--- src/rtl/lm80c_ps2_keyboard.sv ---
// PS/2 set-2 keyboard receiver and decoder that maintains the LM80C 8x8 active-low key matrix.
// Define LM80C_KBD_HOTKEY_EN to make F12 (code 07) drive reset_req while it is held.
module lm80c_ps2_keyboard #(
    parameter int unsigned FILTER_LEN = 8,
    parameter int unsigned TIMEOUT    = 50000
) (
    input  logic            sys_clock,
    input  logic            RESET,
    input  logic            ps2_clk,
    input  logic            ps2_data,
    output logic [7:0][7:0] KM,
    output logic            rx_err,
    output logic            reset_req
);

    localparam int unsigned FW = $clog2(FILTER_LEN + 1);
    localparam int unsigned TW = $clog2(TIMEOUT + 1);

    typedef enum logic [1:0] {
        IDLE,
        SHIFT,
        PARITY,
        STOP
    } rx_state_t;

    logic [1:0]    clk_sync;
    logic [1:0]    data_sync;
    logic          filt_clk;
    logic          filt_clk_d;
    logic [FW-1:0] filt_cnt;
    logic          strobe;
    logic          data_s;

    rx_state_t     rx_state;
    logic [7:0]    shift_reg;
    logic [2:0]    bit_cnt;
    logic          parity_ok;
    logic [TW-1:0] tmo_cnt;
    logic          byte_valid;
    logic [7:0]    rx_byte;

    logic          ext;
    logic          rel;
    logic [2:0]    skip;
    logic [6:0]    key_map;

    assign data_s = data_sync[1];
    assign strobe = filt_clk_d & ~filt_clk;

    // {hit, row, col} for a scancode; bit 8 of the key is the E0 extension flag
    function automatic logic [6:0] map_key(input logic [8:0] key);
        logic [6:0] m;
        m = 7'd0;
        case (key)
            9'h016: m = {1'b1, 3'd0, 3'd0};
            9'h01E: m = {1'b1, 3'd0, 3'd1};
            9'h026: m = {1'b1, 3'd0, 3'd2};
            9'h025: m = {1'b1, 3'd0, 3'd3};
            9'h02E: m = {1'b1, 3'd0, 3'd4};
            9'h036: m = {1'b1, 3'd0, 3'd5};
            9'h03D: m = {1'b1, 3'd0, 3'd6};
            9'h05A: m = {1'b1, 3'd0, 3'd7};
            9'h01C: m = {1'b1, 3'd1, 3'd0};
            9'h032: m = {1'b1, 3'd1, 3'd1};
            9'h021: m = {1'b1, 3'd1, 3'd2};
            9'h023: m = {1'b1, 3'd1, 3'd3};
            9'h024: m = {1'b1, 3'd1, 3'd4};
            9'h02B: m = {1'b1, 3'd1, 3'd5};
            9'h034: m = {1'b1, 3'd1, 3'd6};
            9'h033: m = {1'b1, 3'd1, 3'd7};
            9'h043: m = {1'b1, 3'd2, 3'd0};
            9'h03B: m = {1'b1, 3'd2, 3'd1};
            9'h042: m = {1'b1, 3'd2, 3'd2};
            9'h04B: m = {1'b1, 3'd2, 3'd3};
            9'h03A: m = {1'b1, 3'd2, 3'd4};
            9'h031: m = {1'b1, 3'd2, 3'd5};
            9'h044: m = {1'b1, 3'd2, 3'd6};
            9'h04D: m = {1'b1, 3'd2, 3'd7};
            9'h015: m = {1'b1, 3'd3, 3'd0};
            9'h02D: m = {1'b1, 3'd3, 3'd1};
            9'h01B: m = {1'b1, 3'd3, 3'd2};
            9'h02C: m = {1'b1, 3'd3, 3'd3};
            9'h03C: m = {1'b1, 3'd3, 3'd4};
            9'h02A: m = {1'b1, 3'd3, 3'd5};
            9'h01D: m = {1'b1, 3'd3, 3'd6};
            9'h022: m = {1'b1, 3'd3, 3'd7};
            9'h035: m = {1'b1, 3'd4, 3'd0};
            9'h01A: m = {1'b1, 3'd4, 3'd1};
            9'h03E: m = {1'b1, 3'd4, 3'd2};
            9'h046: m = {1'b1, 3'd4, 3'd3};
            9'h045: m = {1'b1, 3'd4, 3'd4};
            9'h04E: m = {1'b1, 3'd4, 3'd5};
            9'h055: m = {1'b1, 3'd4, 3'd6};
            9'h066: m = {1'b1, 3'd4, 3'd7};
            9'h00D: m = {1'b1, 3'd5, 3'd0};
            9'h076: m = {1'b1, 3'd5, 3'd1};
            9'h014: m = {1'b1, 3'd5, 3'd2};
            9'h054: m = {1'b1, 3'd5, 3'd3};
            9'h05B: m = {1'b1, 3'd5, 3'd4};
            9'h04C: m = {1'b1, 3'd5, 3'd5};
            9'h052: m = {1'b1, 3'd5, 3'd6};
            9'h041: m = {1'b1, 3'd5, 3'd7};
            9'h16B: m = {1'b1, 3'd6, 3'd0};
            9'h175: m = {1'b1, 3'd6, 3'd1};
            9'h172: m = {1'b1, 3'd6, 3'd2};
            9'h174: m = {1'b1, 3'd6, 3'd3};
            9'h049: m = {1'b1, 3'd6, 3'd4};
            9'h04A: m = {1'b1, 3'd6, 3'd5};
            9'h05D: m = {1'b1, 3'd6, 3'd6};
            9'h011: m = {1'b1, 3'd6, 3'd7};
            9'h012: m = {1'b1, 3'd7, 3'd0};
            9'h059: m = {1'b1, 3'd7, 3'd0};
            9'h058: m = {1'b1, 3'd7, 3'd1};
            9'h005: m = {1'b1, 3'd7, 3'd2};
            9'h006: m = {1'b1, 3'd7, 3'd3};
            9'h029: m = {1'b1, 3'd7, 3'd4};
            9'h00E: m = {1'b1, 3'd7, 3'd5};
            9'h004: m = {1'b1, 3'd7, 3'd6};
            9'h00C: m = {1'b1, 3'd7, 3'd7};
            default: m = 7'd0;
        endcase
        return m;
    endfunction

    assign key_map = map_key({ext, rx_byte});

    // Synchronise both lines and debounce the PS/2 clock
    always_ff @(posedge sys_clock) begin
        if (RESET) begin
            clk_sync   <= 2'b11;
            data_sync  <= 2'b11;
            filt_clk   <= 1'b1;
            filt_clk_d <= 1'b1;
            filt_cnt   <= '0;
        end else begin
            clk_sync   <= {clk_sync[0], ps2_clk};
            data_sync  <= {data_sync[0], ps2_data};
            filt_clk_d <= filt_clk;
            if (clk_sync[1] == filt_clk) begin
                filt_cnt <= '0;
            end else if (filt_cnt == FW'(FILTER_LEN - 1)) begin
                filt_clk <= clk_sync[1];
                filt_cnt <= '0;
            end else begin
                filt_cnt <= filt_cnt + FW'(1);
            end
        end
    end

    // Frame receiver: start, 8 data bits LSB first, odd parity, stop; aborts on clock silence
    always_ff @(posedge sys_clock) begin
        if (RESET) begin
            rx_state   <= IDLE;
            shift_reg  <= '0;
            bit_cnt    <= '0;
            parity_ok  <= 1'b0;
            tmo_cnt    <= '0;
            byte_valid <= 1'b0;
            rx_byte    <= '0;
            rx_err     <= 1'b0;
        end else begin
            byte_valid <= 1'b0;
            rx_err     <= 1'b0;
            if (rx_state != IDLE && !strobe) begin
                if (tmo_cnt == TW'(TIMEOUT - 1)) begin
                    rx_state <= IDLE;
                    rx_err   <= 1'b1;
                    tmo_cnt  <= '0;
                end else begin
                    tmo_cnt <= tmo_cnt + TW'(1);
                end
            end else begin
                tmo_cnt <= '0;
            end
            if (strobe) begin
                case (rx_state)
                    IDLE: begin
                        if (!data_s) begin
                            rx_state <= SHIFT;
                            bit_cnt  <= '0;
                        end
                    end
                    SHIFT: begin
                        shift_reg <= {data_s, shift_reg[7:1]};
                        bit_cnt   <= bit_cnt + 3'd1;
                        if (bit_cnt == 3'd7) rx_state <= PARITY;
                    end
                    PARITY: begin
                        parity_ok <= ^{shift_reg, data_s};
                        rx_state  <= STOP;
                    end
                    STOP: begin
                        if (data_s && parity_ok) begin
                            byte_valid <= 1'b1;
                            rx_byte    <= shift_reg;
                        end else begin
                            rx_err <= 1'b1;
                        end
                        rx_state <= IDLE;
                    end
                    default: rx_state <= IDLE;
                endcase
            end
        end
    end

    // Scancode decoder: prefix flags, Pause skip, matrix update
    always_ff @(posedge sys_clock) begin
        if (RESET) begin
            KM   <= '1;
            ext  <= 1'b0;
            rel  <= 1'b0;
            skip <= '0;
`ifdef LM80C_KBD_HOTKEY_EN
            reset_req <= 1'b0;
`endif
        end else if (byte_valid) begin
            if (skip != 3'd0) begin
                skip <= skip - 3'd1;
            end else begin
                case (rx_byte)
                    8'hE1: skip <= 3'd7;
                    8'hE0: ext  <= 1'b1;
                    8'hF0: rel  <= 1'b1;
                    8'hAA, 8'hFA, 8'hEE, 8'hFE, 8'h00, 8'hFF: ;
                    default: begin
                        if (key_map[6]) KM[key_map[5:3]][key_map[2:0]] <= rel;
`ifdef LM80C_KBD_HOTKEY_EN
                        if ({ext, rx_byte} == 9'h007) reset_req <= ~rel;
`endif
                        ext <= 1'b0;
                        rel <= 1'b0;
                    end
                endcase
            end
        end
    end

`ifndef LM80C_KBD_HOTKEY_EN
    assign reset_req = 1'b0;
`endif

endmodule

--- config.mk ---
export PLATFORM = sky130hd
export DESIGN_NAME = lm80c_ps2_keyboard
export DESIGN_NICKNAME = d
export VERILOG_FILES = /design/src/rtl/lm80c_ps2_keyboard.sv
export SDC_FILE = /design/constraint.sdc
export NUM_CORES = 1
export LEC_CHECK = 0
export ABC_AREA = 1
export BUFFER_PORTS_ARGS = -buffer_cell sky130_fd_sc_hd__buf_2
export CORE_AREA = 10 10 139 141
export DETAILED_ROUTE_END_ITERATION = 6
export DIE_AREA = 0 0 149 151
export GPL_TIMING_DRIVEN = 1
export HOLD_SLACK_MARGIN = 0.08
export PLACE_DENSITY = 0.64
export SYNTH_ARGS = -nofsm -noshare
export SYNTH_HDL_FRONTEND = slang
export SYNTH_SLANG_ARGS = --single-unit
--- constraint.sdc ---
create_clock -name sys_clock -period 3.07 [get_ports sys_clock]
set_clock_uncertainty 0.15 [all_clocks]
set_input_delay 0.614 -clock sys_clock [delete_from_list [all_inputs] [get_ports sys_clock]]
set_output_delay 0.614 -clock sys_clock [all_outputs]
set_load 0.005 [all_outputs]
* Word-level counts from Yosys, hierarchy flattened
Cells that the tools add are included.
** Cells by class
- $add $sub $neg :: 4
- Multiplexer cells :: 24
- Reduce and logical (&&, ||, !) cells :: 28
- Magnitude comparators :: 4
- Equality and inequality tests :: 81
- Bitwise gates (word level) :: 10
** Operators with widths (count)
- case mux 7 bit (64 select lines) :: 1
- == test 9 x 6 -> 1 bit (second input constant) :: 23
- == test 9 x 7 -> 1 bit (second input constant) :: 22
- == test 9 x 5 -> 1 bit (second input constant) :: 10
- bitwise mux 64 bit :: 1
- == test 8 bit (second input constant) :: 8
- == test 9 bit (second input constant) :: 4
- == test 9 x 3 -> 1 bit (second input constant) :: 3
- == test 9 x 4 -> 1 bit (second input constant) :: 3
- demux 8 bit (select 3 bit) :: 1
- adder 16 x 1 -> 16 bit (second input constant) :: 1
- == test 16 bit (second input constant) :: 1
- OR reduction 8 bit :: 2
- AND reduction 3 bit :: 4
- 2-to-1 mux 2 bit :: 5
- 2-to-1 mux 3 bit :: 3
- inverter 1 bit :: 9
- OR reduction 3 bit :: 3
- OR reduction 9 bit :: 1
- parity 9 bit :: 1
- logical NOT 8 bit :: 1
- < comparator 3 x 4 -> 1 bit (second input constant) :: 2
- 2-to-1 mux 8 bit :: 1
- case mux 2 bit (4 select lines) :: 1
- 23 further kinds :: 40
** Storage, ports and cells
- Register bits :: 119
- Input port bits :: 4

* Depth between registers and ports, before layout
- Depth after elaboration :: 10
- Mapped depth :: 17
- Gate-level depth less buffers :: 15

* Least setup slack after synthesis
OpenSTA, ideal clock, no wires.
- Path kind :: flip-flop to flip-flop
- Start point :: reg ext
- End point :: reg KM[24] in the netlist's numbering
- Period minus slack after synthesis :: 2155 ps
- Required time :: 2786 ps
- Path slack :: 915 ps
- Cell stages (with the launch flop) :: 16
- Arrival :: 1872 ps
- Path buffers :: 4
- Setup time :: 134 ps
- Cells stage by stage :: dfxtp_1 > buf_2 > inv_2 > buf_2 > nand3_1 > nor2_1 > nor2_1 > nand3_1 > nor2_1 > nand2_1 > nor2_2 > nor2_4 > buf_6 > buf_2 > nand3_1 > nand3_1
** Between the ends
- Cells in the longest elaborated chain, start to end :: 10
- Elaborated cells on any way between the ends :: 79
- Those cells by class :: order compare: 4; eq/ne: 65; mux: 6; reduce/logical: 4
** Ends and longest elaborated chain
- from (decl) :: line 42 : logic ext;
- from (signal assigned) :: line 211 : ext <= 1'b0;
- from (signal assigned) :: line 223 : 8'hE0: ext <= 1'b1;
- from (signal assigned) :: line 231 : ext <= 1'b0;
- == test 9 x 7 -> 1 bit or == test 9 x 5 -> 1 bit (tied branches) :: line 54 : case (key)
- OR reduction 2 bit (no source line)
- case mux 7 bit (64 select lines) (*) :: line 54
- < comparator 3 x 4 -> 1 bit (implied by the code) or >= comparator 3 x 1 -> 1 bit (tied branches) :: line 227 : if (key_map[6]) KM[key_map[5:3]][key_map[2:0]] <= rel;
- logical AND 1 bit (implied by the code) :: line 227
- 2-to-1 mux 1 bit (implied by the code) :: line 227
- demux 1 bit (select 3 bit) :: line 227
- 2-to-1 mux 8 bit (implied by the code) :: line 227
- demux 8 bit (select 3 bit) :: line 227
- bitwise mux 64 bit :: line 227
- to (signal, indexed assignment) :: line 227
- to (decl) :: line 11 : output logic [7:0][7:0] KM,
Mark *: on every way between the ends. The rest lies on a longest branch, timed or not.
A chain may end at the register's enable or synchronous reset.

* Worst setup path in the final report
- Start point :: reg rx_byte[0]
- End point :: reg KM[44] in the netlist's numbering
** Between the ends
- Cells in the longest elaborated chain, start to end :: 10
- Elaborated cells on any way between the ends :: 90
- Those cells by class :: order compare: 4; eq/ne: 73; mux: 6; bitwise: 1; reduce/logical: 6
** Ends and longest elaborated chain
- from (decl) :: line 40 : logic [7:0] rx_byte;
- from (signal assigned) :: line 195 : rx_byte <= shift_reg;
- == test 9 x 7 -> 1 bit or == test 9 x 5 -> 1 bit (tied branches) :: line 54
- OR reduction 2 bit (no source line)
- case mux 7 bit (64 select lines) :: line 54
- < comparator 3 x 4 -> 1 bit (implied by the code) or >= comparator 3 x 1 -> 1 bit (tied branches) :: line 227
- logical AND 1 bit (implied by the code) :: line 227
- 2-to-1 mux 1 bit (implied by the code) :: line 227
- demux 1 bit (select 3 bit) :: line 227
- 2-to-1 mux 8 bit (implied by the code) :: line 227
- demux 8 bit (select 3 bit) :: line 227
- bitwise mux 64 bit :: line 227
Several ways; a longest one is shown, not always the timed one.

==> results.yml <==
final_layout:
  fillers: 1708
  layout_common_cells: "274 x sky130_fd_sc_hd__nand2_1, 188 x sky130_fd_sc_hd__nand3_1, 127 x sky130_fd_sc_hd__nor2_1"
  multi_input_comb_area_um2: 3516
  net_total_in_the_final_layout: 1082
  post_route_cells_drive_above_1_share_pct: 13.92
  seq_area_um2: 2384
  largest_register_ff_count: 64
  largest-register: "KM"
  reg_top3: "KM (64), tmo_cnt (16)"
  area_growth_syn_to_layout_pct: 16.95
  mostFrequentLayoutCell: "sky130_fd_sc_hd__nand2_1"
  diodes: 0
logic_synthesis:
  syn_area_per_cell_um2: 6.402
  syn-cell-area_um2: 6466
  number_of_instances_in_the_synthesized_netlist: 1010
  yosys_warnings: 0
  synth_seq_cells: 119
  postSynthNetCount: 1020
  yosysSeqAreaShare_pct: 36.84
  ys_types: 36
status:
  outcome: "completed"
floorplan:
  boundaryPins: 70
  die_h_um: 151
  placementRows: 47
  floorplan.initialDensity_pct: 39.27
  core-area_um2: 16470
  die_w_um: 149
  die_area_um2: 22500
drt:
  finalWirelength_um: 19530
  num_vias: 6844
  viasPerCell: 5.244
  route.antenna.remaining_nets: 0
  drcViolationCount: 0
  detail_route.iter0.violations: 640
  wl_per_cell_um: 14.96
  firstDrtPassIters: 6
critical_path:
  timing_worst_setup_path_type: "reg2reg"
  endpoint_kind: "flop"
  timing.critical_path.fanout_max: 70
  worst-endpoint-required_ps: 3210
  worstSetupStartpoint: "rx_byte[0]"
  crit_arrival_ps: 3080
  ff2ff_setup_slack_ps: 130
  reg2reg_from: "rx_byte[0]"
  worst_setup_path_start_kind: "flop"
timing:
  setup_tns_ps: 0
  fmaxAchievable_mhz: 340.7
  final_min_period_over_clock_period_pct: 95.61
  report.final.setup_viol: 0
  fin_ws_ps: 134.8
  layout_min_cycle_time_ps: 2935
  grt_setup_unrepaired: "no"
  timing_worst_slew_pin_value_ps: 757.1
  hold_viol: 0
  timing.max_slew.rel_slack_pct: 49.52
  final_max_slew_violation_count: 0
clock_network:
  cts.repair.resized: 0
  tritoncts: "yes"
  htree_levels: 4
  clock_insertion_delay_worst_skew_ps: 430
  ctsHoldBuffers: 0
  clock_sink_count: 119
  clk_pin_slew_worst_paths_ps: 60
  cts.root.buffer_cell: "sky130_fd_sc_hd__clkbuf_16"
  clockBufferDepth: 2
  tritoncts.num_buffers: 17
  post_cts.repair.setup_buffers: 0
grt:
  grt_overflow: 0
  global_route.usage.total_pct: 17.35
  grt_max_degree: 86
  grt_antenna_before_repair: 0
  first_global_vias: 6218
  global_route_wire_length_before_repair_um: 31710
placed_design:
  gp_congestion: 0.9894
  detailed_place_hpwl_um: 14030
  buffers_on_ports: 68
  setup_slack_after_placement_ps: 294.4
hold_path:
  hold_class: "in2reg"
  hold_path.startpoint: "ps2_data"
flow_run:
  drv.max_cap_violation_count: 0
power_and_ir_drop:
  irDropWorstVdd_mv: 0.4342
  total_power_mw: 3.496
  p_leak_nw: 3.586
  power_density_over_the_cells_nw_per_um2: 462.3
-- final cells by class --
cell class                 count  area share (%)
multi-input combinational    766           46.49
sequential                   119           31.52
timing repair buffer          85           6.684
clock buffer                  21           6.221
inverter                      83           4.120
tap                          220           3.640
clock inverter                11           1.324
-- report_power, final --
part           internal [mW]  switching [mW]
combinational         0.0101          0.0266
sequential              1.55         0.00165
clock                   1.17           0.739
-- stage by stage --
| step | util [%] | std cells | hold slack [ps] | instance area [um2] |
|---|---|---|---|---|
| 2_1_floorplan | - | 1010 | 239.5 | 6466 |
| 3_3_place_gp | 42.46 | 1273 | 241.2 | 6992 |
| 3_5_place_dp | 42.46 | 1273 | 242.3 | 6992 |
| 4_1_cts | 45.93 | 1305 | 208.1 | 7562 |
| 5_1_grt | 45.93 | 1305 | 215.5 | 7562 |
| 6_report | 45.93 | 1305 | 220.7 | 7562 |
-- routing by layer --
metal | GRT usage, % | share of wire (%) | up-vias
li1 | - | - | 3425
met1 | 21.58 | 43 | 3066
met2 | 27.54 | 45 | 283
met3 | 4.206 | 7.1 | 70
met4 | 8.636 | 4.2 | 0
met5 | 0 | 0 | -
-- cells in the mapped netlist --
master                      instances  area, um2
sky130_fd_sc_hd__a211o_1            1      8.760
sky130_fd_sc_hd__a211oi_1           1      7.510
sky130_fd_sc_hd__a21oi_1           30      150.1
sky130_fd_sc_hd__a31o_2             1      8.760
sky130_fd_sc_hd__a31oi_1            2      12.51
sky130_fd_sc_hd__and3_1             3      18.77
sky130_fd_sc_hd__buf_1              5      18.77
sky130_fd_sc_hd__buf_2              4      20.02
sky130_fd_sc_hd__buf_4              1      7.510
sky130_fd_sc_hd__buf_6             12      135.1
sky130_fd_sc_hd__clkbuf_1          20      75.07
sky130_fd_sc_hd__conb_1             1      3.750
sky130_fd_sc_hd__dfxtp_1          119       2382
sky130_fd_sc_hd__ha_1               6      75.07
sky130_fd_sc_hd__inv_1             71      266.5
sky130_fd_sc_hd__inv_2             12      45.04
sky130_fd_sc_hd__nand2_1          274       1028
sky130_fd_sc_hd__nand2_2            4      25.02
sky130_fd_sc_hd__nand2b_1           1      6.260
sky130_fd_sc_hd__nand3_1          188      940.9
sky130_fd_sc_hd__nand4_1            9      56.30
sky130_fd_sc_hd__nor2_1           127      476.7
sky130_fd_sc_hd__nor2_2            10      62.56
sky130_fd_sc_hd__nor2_4             2      22.52
sky130_fd_sc_hd__nor3_1            41      205.2
sky130_fd_sc_hd__nor3b_1            7      52.55
sky130_fd_sc_hd__nor4_1             2      12.51
sky130_fd_sc_hd__o2111ai_1          1      8.760
sky130_fd_sc_hd__o211ai_1           1      7.510
sky130_fd_sc_hd__o21a_1             1      7.510
sky130_fd_sc_hd__o21ai_0           34      170.2
sky130_fd_sc_hd__o21ai_1            1      5.000
sky130_fd_sc_hd__o31ai_1            2      15.01
sky130_fd_sc_hd__or2_2              5      31.28
sky130_fd_sc_hd__xnor2_1            4      35.03
sky130_fd_sc_hd__xor2_1             7      61.31
-- path summary, 6_finish.rpt --
check            endpoint  cells past startpoint
max                KM[44]                     15
min          data_sync[0]                      2
min reg2reg   clk_sync[1]                      1
max reg2reg        KM[44]                     15
-- cell families (layout without fill, tap and decap cells) --
logic type      after synthesis  after routing  synth area share, %
xor+xnor                     11             11                1.490
compound gates               75             75                6.211
fa+ha+maj                     6              6                1.161
buf+inv                     125            200                8.785
flops                       119            119                36.84
other cells                   1              1              0.05799
simple gates                673            673                45.45
-- worst max-delay path, stage by stage (launching register included) --
cell                      delay [ps]
sky130_fd_sc_hd__dfxtp_1         370
sky130_fd_sc_hd__nor2_1          380
sky130_fd_sc_hd__nand2_1         410
sky130_fd_sc_hd__nand2_1         180
sky130_fd_sc_hd__nand2_1         120
sky130_fd_sc_hd__nand2_1         130
sky130_fd_sc_hd__inv_1            40
sky130_fd_sc_hd__nand2_1          50
sky130_fd_sc_hd__nor2_1           50
sky130_fd_sc_hd__nand2_1          70
sky130_fd_sc_hd__nor2_2           50
sky130_fd_sc_hd__nor2_4          200
sky130_fd_sc_hd__buf_12          290
sky130_fd_sc_hd__nand2_1         100
sky130_fd_sc_hd__nand2_1          90
sky130_fd_sc_hd__nand3_1          80
Note: power is estimated with default switching activity, not from simulation.
